File: src/rtl/multicycle_control.sv
`default_nettype none
//==============================================================================
// Module      : multicycle_control
// Description : Main control FSM of the multicycle RV32I core. Steps each
//               instruction through fetch, decode, execute, memory access and
//               writeback, driving datapath mux selects, write enables and the
//               4-bit ALU operation code. Branches resolve from the ALU zero
//               flag; memory states wait on a variable-latency ready.
// Ports       : clk, reset (sync, active-high)
//               instr, zero, mem_ready                    - inputs
//               mem_req, mem_write, adr_src, ir_write,
//               pc_write, reg_write, result_src, alu_src_a,
//               alu_src_b, imm_src, alu_control, state     - outputs
//               illegal                                    - output, only with
//                                                            CTRL_ILLEGAL_TRAP_EN
// Options     : CTRL_ILLEGAL_TRAP_EN - illegal instructions park the FSM in
//               TRAP with a sticky illegal flag; otherwise they act as a NOP.
// Revision    : 1.0 - initial release
//==============================================================================
module multicycle_control (
    input  logic        clk,
    input  logic        reset,
    input  logic [31:0] instr,
    input  logic        zero,
    input  logic        mem_ready,
    output logic        mem_req,
    output logic        mem_write,
    output logic        adr_src,
    output logic        ir_write,
    output logic        pc_write,
    output logic        reg_write,
    output logic [1:0]  result_src,
    output logic [1:0]  alu_src_a,
    output logic [1:0]  alu_src_b,
    output logic [2:0]  imm_src,
    output logic [3:0]  alu_control,
`ifdef CTRL_ILLEGAL_TRAP_EN
    output logic        illegal,
`endif
    output logic [3:0]  state
);

    localparam logic [3:0] c_ALU_ADD  = 4'b0010;
    localparam logic [3:0] c_ALU_SUB  = 4'b0110;
    localparam logic [3:0] c_ALU_AND  = 4'b0000;
    localparam logic [3:0] c_ALU_OR   = 4'b0001;
    localparam logic [3:0] c_ALU_XOR  = 4'b1010;
    localparam logic [3:0] c_ALU_SLT  = 4'b0111;
    localparam logic [3:0] c_ALU_SLTU = 4'b1111;
    localparam logic [3:0] c_ALU_SLL  = 4'b1000;
    localparam logic [3:0] c_ALU_SRL  = 4'b1001;
    localparam logic [3:0] c_ALU_SRA  = 4'b0011;

    localparam logic [2:0] c_IMM_I = 3'b000;
    localparam logic [2:0] c_IMM_S = 3'b001;
    localparam logic [2:0] c_IMM_B = 3'b010;
    localparam logic [2:0] c_IMM_J = 3'b011;
    localparam logic [2:0] c_IMM_U = 3'b100;

    localparam logic [6:0] c_OP_LOAD   = 7'b0000011;
    localparam logic [6:0] c_OP_STORE  = 7'b0100011;
    localparam logic [6:0] c_OP_REG    = 7'b0110011;
    localparam logic [6:0] c_OP_IMM    = 7'b0010011;
    localparam logic [6:0] c_OP_BRANCH = 7'b1100011;
    localparam logic [6:0] c_OP_JAL    = 7'b1101111;
    localparam logic [6:0] c_OP_JALR   = 7'b1100111;
    localparam logic [6:0] c_OP_LUI    = 7'b0110111;
    localparam logic [6:0] c_OP_AUIPC  = 7'b0010111;

    typedef enum logic [3:0] {
        S_FETCH    = 4'd0,
        S_DECODE   = 4'd1,
        S_MEMADR   = 4'd2,
        S_MEMREAD  = 4'd3,
        S_MEMWB    = 4'd4,
        S_MEMWRITE = 4'd5,
        S_EXECR    = 4'd6,
        S_EXECI    = 4'd7,
        S_ALUWB    = 4'd8,
        S_BRANCH   = 4'd9,
        S_JAL      = 4'd10,
        S_JALR     = 4'd11,
        S_LUI      = 4'd12,
        S_AUIPC    = 4'd13,
        S_TRAP     = 4'd14
    } state_t;

    // Where an illegal opcode or branch funct3 sends the FSM.
`ifdef CTRL_ILLEGAL_TRAP_EN
    localparam state_t c_ILLEGAL_DEST = S_TRAP;
`else
    localparam state_t c_ILLEGAL_DEST = S_FETCH;
`endif

    state_t      r_state;
    state_t      w_next_state;
    logic [6:0]  w_opcode;
    logic [2:0]  w_funct3;
    logic        w_unused;

    assign w_opcode = instr[6:0];
    assign w_funct3 = instr[14:12];
    assign state    = r_state;
    // Register fields and most funct7 bits are the datapath's concern.
    assign w_unused = &{1'b0, instr[31], instr[29:15], instr[11:7]};

    // funct3 -> ALU op for register and immediate arithmetic. 'alt' selects
    // SUB/SRA; the caller masks it off for ADDI.
    function automatic logic [3:0] f_alu_op(input logic [2:0] f3, input logic alt);
        case (f3)
            3'b000:  f_alu_op = alt ? c_ALU_SUB : c_ALU_ADD;
            3'b001:  f_alu_op = c_ALU_SLL;
            3'b010:  f_alu_op = c_ALU_SLT;
            3'b011:  f_alu_op = c_ALU_SLTU;
            3'b100:  f_alu_op = c_ALU_XOR;
            3'b101:  f_alu_op = alt ? c_ALU_SRA : c_ALU_SRL;
            3'b110:  f_alu_op = c_ALU_OR;
            default: f_alu_op = c_ALU_AND;
        endcase
    endfunction

    always_ff @(posedge clk) begin
        if (reset) begin
            r_state <= S_FETCH;
        end else begin
            r_state <= w_next_state;
        end
    end

`ifdef CTRL_ILLEGAL_TRAP_EN
    logic r_illegal;

    always_ff @(posedge clk) begin
        if (reset) begin
            r_illegal <= 1'b0;
        end else if (w_next_state == S_TRAP) begin
            r_illegal <= 1'b1;
        end
    end

    assign illegal = r_illegal;
`endif

    always_comb begin
        w_next_state = r_state;
        mem_req      = 1'b0;
        mem_write    = 1'b0;
        adr_src      = 1'b0;
        ir_write     = 1'b0;
        pc_write     = 1'b0;
        reg_write    = 1'b0;
        result_src   = 2'b00;
        alu_src_a    = 2'b00;
        alu_src_b    = 2'b00;
        imm_src      = c_IMM_I;
        alu_control  = c_ALU_ADD;

        // Reset gates every output so an in-flight access is dropped at once.
        if (!reset) begin
            case (r_state)
                S_FETCH: begin
                    mem_req    = 1'b1;
                    alu_src_b  = 2'b10;
                    result_src = 2'b10;
                    ir_write   = mem_ready;
                    pc_write   = mem_ready;
                    if (mem_ready) w_next_state = S_DECODE;
                end
                S_DECODE: begin
                    // Precompute the branch/jump target into ALUOut.
                    alu_src_a = 2'b01;
                    alu_src_b = 2'b01;
                    imm_src   = (w_opcode == c_OP_JAL) ? c_IMM_J : c_IMM_B;
                    case (w_opcode)
                        c_OP_LOAD,
                        c_OP_STORE:  w_next_state = S_MEMADR;
                        c_OP_REG:    w_next_state = S_EXECR;
                        c_OP_IMM:    w_next_state = S_EXECI;
                        c_OP_BRANCH: w_next_state = S_BRANCH;
                        c_OP_JAL:    w_next_state = S_JAL;
                        c_OP_JALR:   w_next_state = S_JALR;
                        c_OP_LUI:    w_next_state = S_LUI;
                        c_OP_AUIPC:  w_next_state = S_AUIPC;
                        default:     w_next_state = c_ILLEGAL_DEST;
                    endcase
                end
                S_MEMADR: begin
                    alu_src_a = 2'b10;
                    alu_src_b = 2'b01;
                    if (w_opcode == c_OP_LOAD) begin
                        imm_src      = c_IMM_I;
                        w_next_state = S_MEMREAD;
                    end else begin
                        imm_src      = c_IMM_S;
                        w_next_state = S_MEMWRITE;
                    end
                end
                S_MEMREAD: begin
                    mem_req = 1'b1;
                    adr_src = 1'b1;
                    if (mem_ready) w_next_state = S_MEMWB;
                end
                S_MEMWB: begin
                    result_src   = 2'b01;
                    reg_write    = 1'b1;
                    w_next_state = S_FETCH;
                end
                S_MEMWRITE: begin
                    mem_req   = 1'b1;
                    mem_write = 1'b1;
                    adr_src   = 1'b1;
                    if (mem_ready) w_next_state = S_FETCH;
                end
                S_EXECR: begin
                    alu_src_a    = 2'b10;
                    alu_control  = f_alu_op(w_funct3, instr[30]);
                    w_next_state = S_ALUWB;
                end
                S_EXECI: begin
                    alu_src_a    = 2'b10;
                    alu_src_b    = 2'b01;
                    // instr[30] is part of the immediate for ADDI.
                    alu_control  = f_alu_op(w_funct3, instr[30] & (w_funct3 != 3'b000));
                    w_next_state = S_ALUWB;
                end
                S_ALUWB: begin
                    reg_write    = 1'b1;
                    w_next_state = S_FETCH;
                end
                S_BRANCH: begin
                    // ALUOut holds the target from DECODE; ALU compares rs1/rs2.
                    alu_src_a    = 2'b10;
                    w_next_state = S_FETCH;
                    case (w_funct3)
                        3'b000: begin alu_control = c_ALU_SUB;  pc_write =  zero; end
                        3'b001: begin alu_control = c_ALU_SUB;  pc_write = !zero; end
                        3'b100: begin alu_control = c_ALU_SLT;  pc_write = !zero; end
                        3'b101: begin alu_control = c_ALU_SLT;  pc_write =  zero; end
                        3'b110: begin alu_control = c_ALU_SLTU; pc_write = !zero; end
                        3'b111: begin alu_control = c_ALU_SLTU; pc_write =  zero; end
                        default: w_next_state = c_ILLEGAL_DEST;
                    endcase
                end
                S_JAL: begin
                    // PC <- ALUOut (target) while ALU forms OldPC+4 for rd.
                    alu_src_a    = 2'b01;
                    alu_src_b    = 2'b10;
                    pc_write     = 1'b1;
                    w_next_state = S_ALUWB;
                end
                S_JALR: begin
                    alu_src_a    = 2'b10;
                    alu_src_b    = 2'b01;
                    w_next_state = S_JAL;
                end
                S_LUI: begin
                    alu_src_a    = 2'b11;
                    alu_src_b    = 2'b01;
                    imm_src      = c_IMM_U;
                    w_next_state = S_ALUWB;
                end
                S_AUIPC: begin
                    alu_src_a    = 2'b01;
                    alu_src_b    = 2'b01;
                    imm_src      = c_IMM_U;
                    w_next_state = S_ALUWB;
                end
                S_TRAP: begin
                    w_next_state = S_TRAP;
                end
                default: begin
                    w_next_state = S_FETCH;
                end
            endcase
        end
    end

endmodule
`default_nettype wire

File: config.mk
export PLATFORM = sky130hd
export DESIGN_NAME = multicycle_control
export DESIGN_NICKNAME = d
export VERILOG_FILES = /design/src/rtl/multicycle_control.sv
export SDC_FILE = /design/constraint.sdc
export NUM_CORES = 1
export LEC_CHECK = 0
export ABC_AREA = 0
export CORE_ASPECT_RATIO = 0.5
export CORE_UTILIZATION = 31
export CTS_CLUSTER_SIZE = 8
export DETAILED_ROUTE_END_ITERATION = 8
export GPL_ROUTABILITY_DRIVEN = 0
export GPL_TIMING_DRIVEN = 0
export PLACE_DENSITY = 0.73
export SLEW_MARGIN = 10
export SYNTH_ARGS = -nofsm -noshare
export SYNTH_HDL_FRONTEND = slang
export SYNTH_SLANG_ARGS = --single-unit
export TNS_END_PERCENT = 5
File: constraint.sdc
create_clock -name clk -period 1.8 [get_ports clk]
set_input_delay 0.45 -clock clk [delete_from_list [all_inputs] [get_ports clk]]
set_output_delay 0.45 -clock clk [all_outputs]
set_load 0.1 [all_outputs]
==> summary.md, run 1 <==
| Metric | Value |
|---|---|
| Outcome | `finished, violations left` |
| Crit path kind | `reg -> out` |
| Failing checks | `negative setup slack` |
| H-tree levels | `1` |
| Data arrival, critical path | `approximately 1.9 ns` |
| Flop pwr share | `0.148` |
| Fmax achieved | `around 430 MHz` |
| Port bufs | `34` |
| HP Class | `in -> reg` |
| Num CTS Buffers | `3` |
| WL/cell | `about 17 µm` |
| Clock sink total | `4` |
| Vias in the first global route | `roughly 1,100` |
| Initial antenna violation count | `0` |
| Worst r2r src | `state[2]$_SDFFE_PP0P_` |
| Router iterations before antenna repair | `4` |
| Number of synthesized flops with an enable pin | `0` |
| Die Ht | `about 38 µm` |
| Worst hold slack | `~0.63 ns` |
| CP endpoint kind | `output pin` |
| Ratio of cells with drive above 1 in the final layout | `0.5329` |
| Most used DFF post-synth | `dfxtp_1` |
| Sequential fraction of the synthesis area | `0.09861` |
| Switching portion of total power | `0.4333` |
| Cell Area, Synth | `between 800 and 900 µm²` |
| Post-Syn Nets | `159` |
| Vias per cell | `roughly 5.9` |
| Yosys synthesis warning count | `0` |
| First-pass GRT wire length | `5361 µm` |
| VDD IR-drop max | `approximately 0.18 mV` |
| Final setup violation count | `19` |
| CP cell instances | `buf_6 > nand3b_1 > buf_4 > a21oi_2 > nand2_1 > a21oi_2 > buf_8` |
| Core area | `roughly 0.0023 mm²` |
| Initial DRC Count | `157` |
| Syn-to-layout area delta | `106.0%` |
| Initial Utilization | `0.3467` |
| Post-synth top area share | `0.09861` |
| Filler Cells Inserted | `around 200` |
| Final Max Tran Viols | `0` |
| Top cells by count, synth | `a21oi_1, nor2_1, nand2_1` |
| Most numerous cell in the Yosys netlist | `a21oi_1` |
| Antenna viol nets, final | `0` |
| Root buffer selected by CTS | `clkbuf_8` |
| N_diodes | `0` |
| CTS tree | `done` |
| Pwr dens | `between 300 and 400 mW/mm²` |
| Final Hold Fails | `0` |
| Largest net degree at the start of global routing | `11` |
| DPL Wire Length | `just over 2000 µm` |
| Ports | `just under 60` |
| Combinational Power Share | `0.518` |
| Final period util | `1.280` |
| Crit path max-delay cell type | `dfxtp_4` |
| Hold Startpoint | `instr[5]` |
| Synth area leader | `a21oi_1` |
| CP startpoint | `state[3]$_SDFFE_PP0P_` |
| Lkg Pwr | `roughly 0.0006 µW` |
| Total track usage | `0.2645` |
| Global route total overflow | `0` |
| Clk buf depth | `2` |
| Total power | `around 600 µW` |
| Sw Pwr | `roughly 260 µW` |
| Ys async rst share | `0` |
| Total number of vias | `approximately 1,200` |
| Post-Synthesis Cells | `approximately 120` |
| Worst Setup Start Kind | `flip-flop` |
| Clock power frac | `0.333` |
| CP most frequent cell | `a21oi_2` |
| FF+latch count, synth | `4` |
| Mean Syn Cell Area | `6.602 µm²` |
| Slowest stage delay, CP | `about 0.35 ns` |
| Unique masters post-synth | `44` |
| Worst-Skew Late Latency | `around 0.23 ns` |
| Final layout net count | `~210` |
| Post-CTS Hold Fix Bufs | `0` |
| Max Cap Viol | `0` |
| Req. time, crit path | `around 1.4 ns` |
| RSZ-0062 raised after global routing | `yes` |
| Critical Path Fanout Max | `5` |
| Post-Place Cells | `about 190` |
| DRC Markers | `0` |
| Period minus WS final | `between 2 and 2.5 ns` |
| Worst-Margin Slew | `0.5435 ns` |
| Num rows | `12` |
| Fin Clk Skew | `0.003744 ns` |
| Ranking of synthesized cells by area | `a21oi_1, dfxtp_1, nor2_1, nand2b_1, nor4_1` |
| Clock transition at path regs | `approximately 0.030 ns` |
| Int Pwr | `339.2 µW` |
| Die area | `0.002841 mm²` |
| WL final | `3372 µm` |
| Final cell count without fillers | `a little over 200` |
| Largest register FFs | `4` |
| Layout Utilization | `0.7142` |
| Die width | `74.38 µm` |
| Pre-CTS setup slack | `-2.110 ns` |
| Slew HR | `0.6393` |
| Final worst setup slack | `-0.5047 ns` |
## repair_timing
action | 4_1_cts | 5_1_grt
setup buffers | 7 | 0
gates resized for setup | 213 | 15
endpoints found under the setup margin | 26 | 21
pin swaps | 15 | 5
## critical path, delay by kind of cell (launching register included)
family	cells	cell delay [ns]
flops	1	0.35
buf+inv	3	0.57
simple gates	2	0.38
compound gates	2	0.32
## final cells by class
class / instances / area [µm²] / share of cell area
Tap cell: 35 / 43.79 / 0.02618
Sequential cell: 4 / 95.09 / 0.05684
Multi-Input combinational cell: 106 / 872.1 / 0.5213
Timing Repair Buffer: 41 / 504.2 / 0.3014
Clock buffer: 3 / 41.29 / 0.02468
Inverter: 1 / 3.754 / 0.002244
Buffer: 12 / 112.6 / 0.06732
## path summary, 6_finish.rpt
path | to | slack, ns | cells past startpoint
worst min-delay path | state[0]$_SDFFE_PP0P_ | 0.63 | 4
worst min register to register | state[3]$_SDFFE_PP0P_ | 0.72 | 3
worst max register to register | state[2]$_SDFFE_PP0P_ | 0.12 | 5
worst max-delay path | alu_control[0] | -0.50 | 7
## cells by family after synthesis
kind of cell,after synthesis,share of synthesized area
xor gates and xnor gates,4,0.04315
DFF,4,0.09862
AOI/OAI and AO/OA,36,0.2881
and+or+nand+nor,63,0.4561
buffers and inverters,13,0.07395
muxes,3,0.04006
## power by group through the flow
stage / clock, µW / sequential, µW / combinational, µW
finish: 200 / 88.8 / 310
CTS: 201 / 88.7 / 303
detailed placement: 0 / 89.0 / 268
global route: 209 / 89.1 / 322
global placement: 0 / 89.1 / 268
floorplan: 0 / 101 / 181
## cells in the final DEF, fill, tap and decap left out, types with 6 or more instances in the layout
cell type / Yosys / final
buf_4: 1 / 8
nor2_1: 13 / 8
dlygate4sd2_1: 0 / 6
a21oi_1: 16 / 11
buf_6: 0 / 8
nand2_1: 7 / 6
buf_12: 0 / 12
## stage by stage
step,TNS [ns],area [µm²]
3_3_place_gp,-33.81,1350
6_report,-4.912,1673
2_1_floorplan,-12.54,965.9
3_5_place_dp,-33.98,1350
5_1_grt,-5.882,1673
4_1_cts,-5.052,1649
## per-layer routing
metal	GRT usage	part of all wire	up-vias
met5	0	0	-
met3	0.05789	0.11	10
met1	0.3281	0.41	551
met2	0.4392	0.45	81
met4	0.1321	0.023	0
li1	-	-	548
Power figures use the tool's default switching activity.
==> inputs of run 2 (changes only) <==
--- a/config.mk
+++ b/config.mk
@@ -6,6 +6,7 @@
 export NUM_CORES = 1
 export LEC_CHECK = 0
 export ABC_AREA = 0
+export ABC_CLOCK_PERIOD_IN_PS = 1800
 export CORE_ASPECT_RATIO = 0.5
 export CORE_UTILIZATION = 31
 export CTS_CLUSTER_SIZE = 8
==> results of run 2 <==
No change in the layout: final DEF, timing and power equal those of run 1.
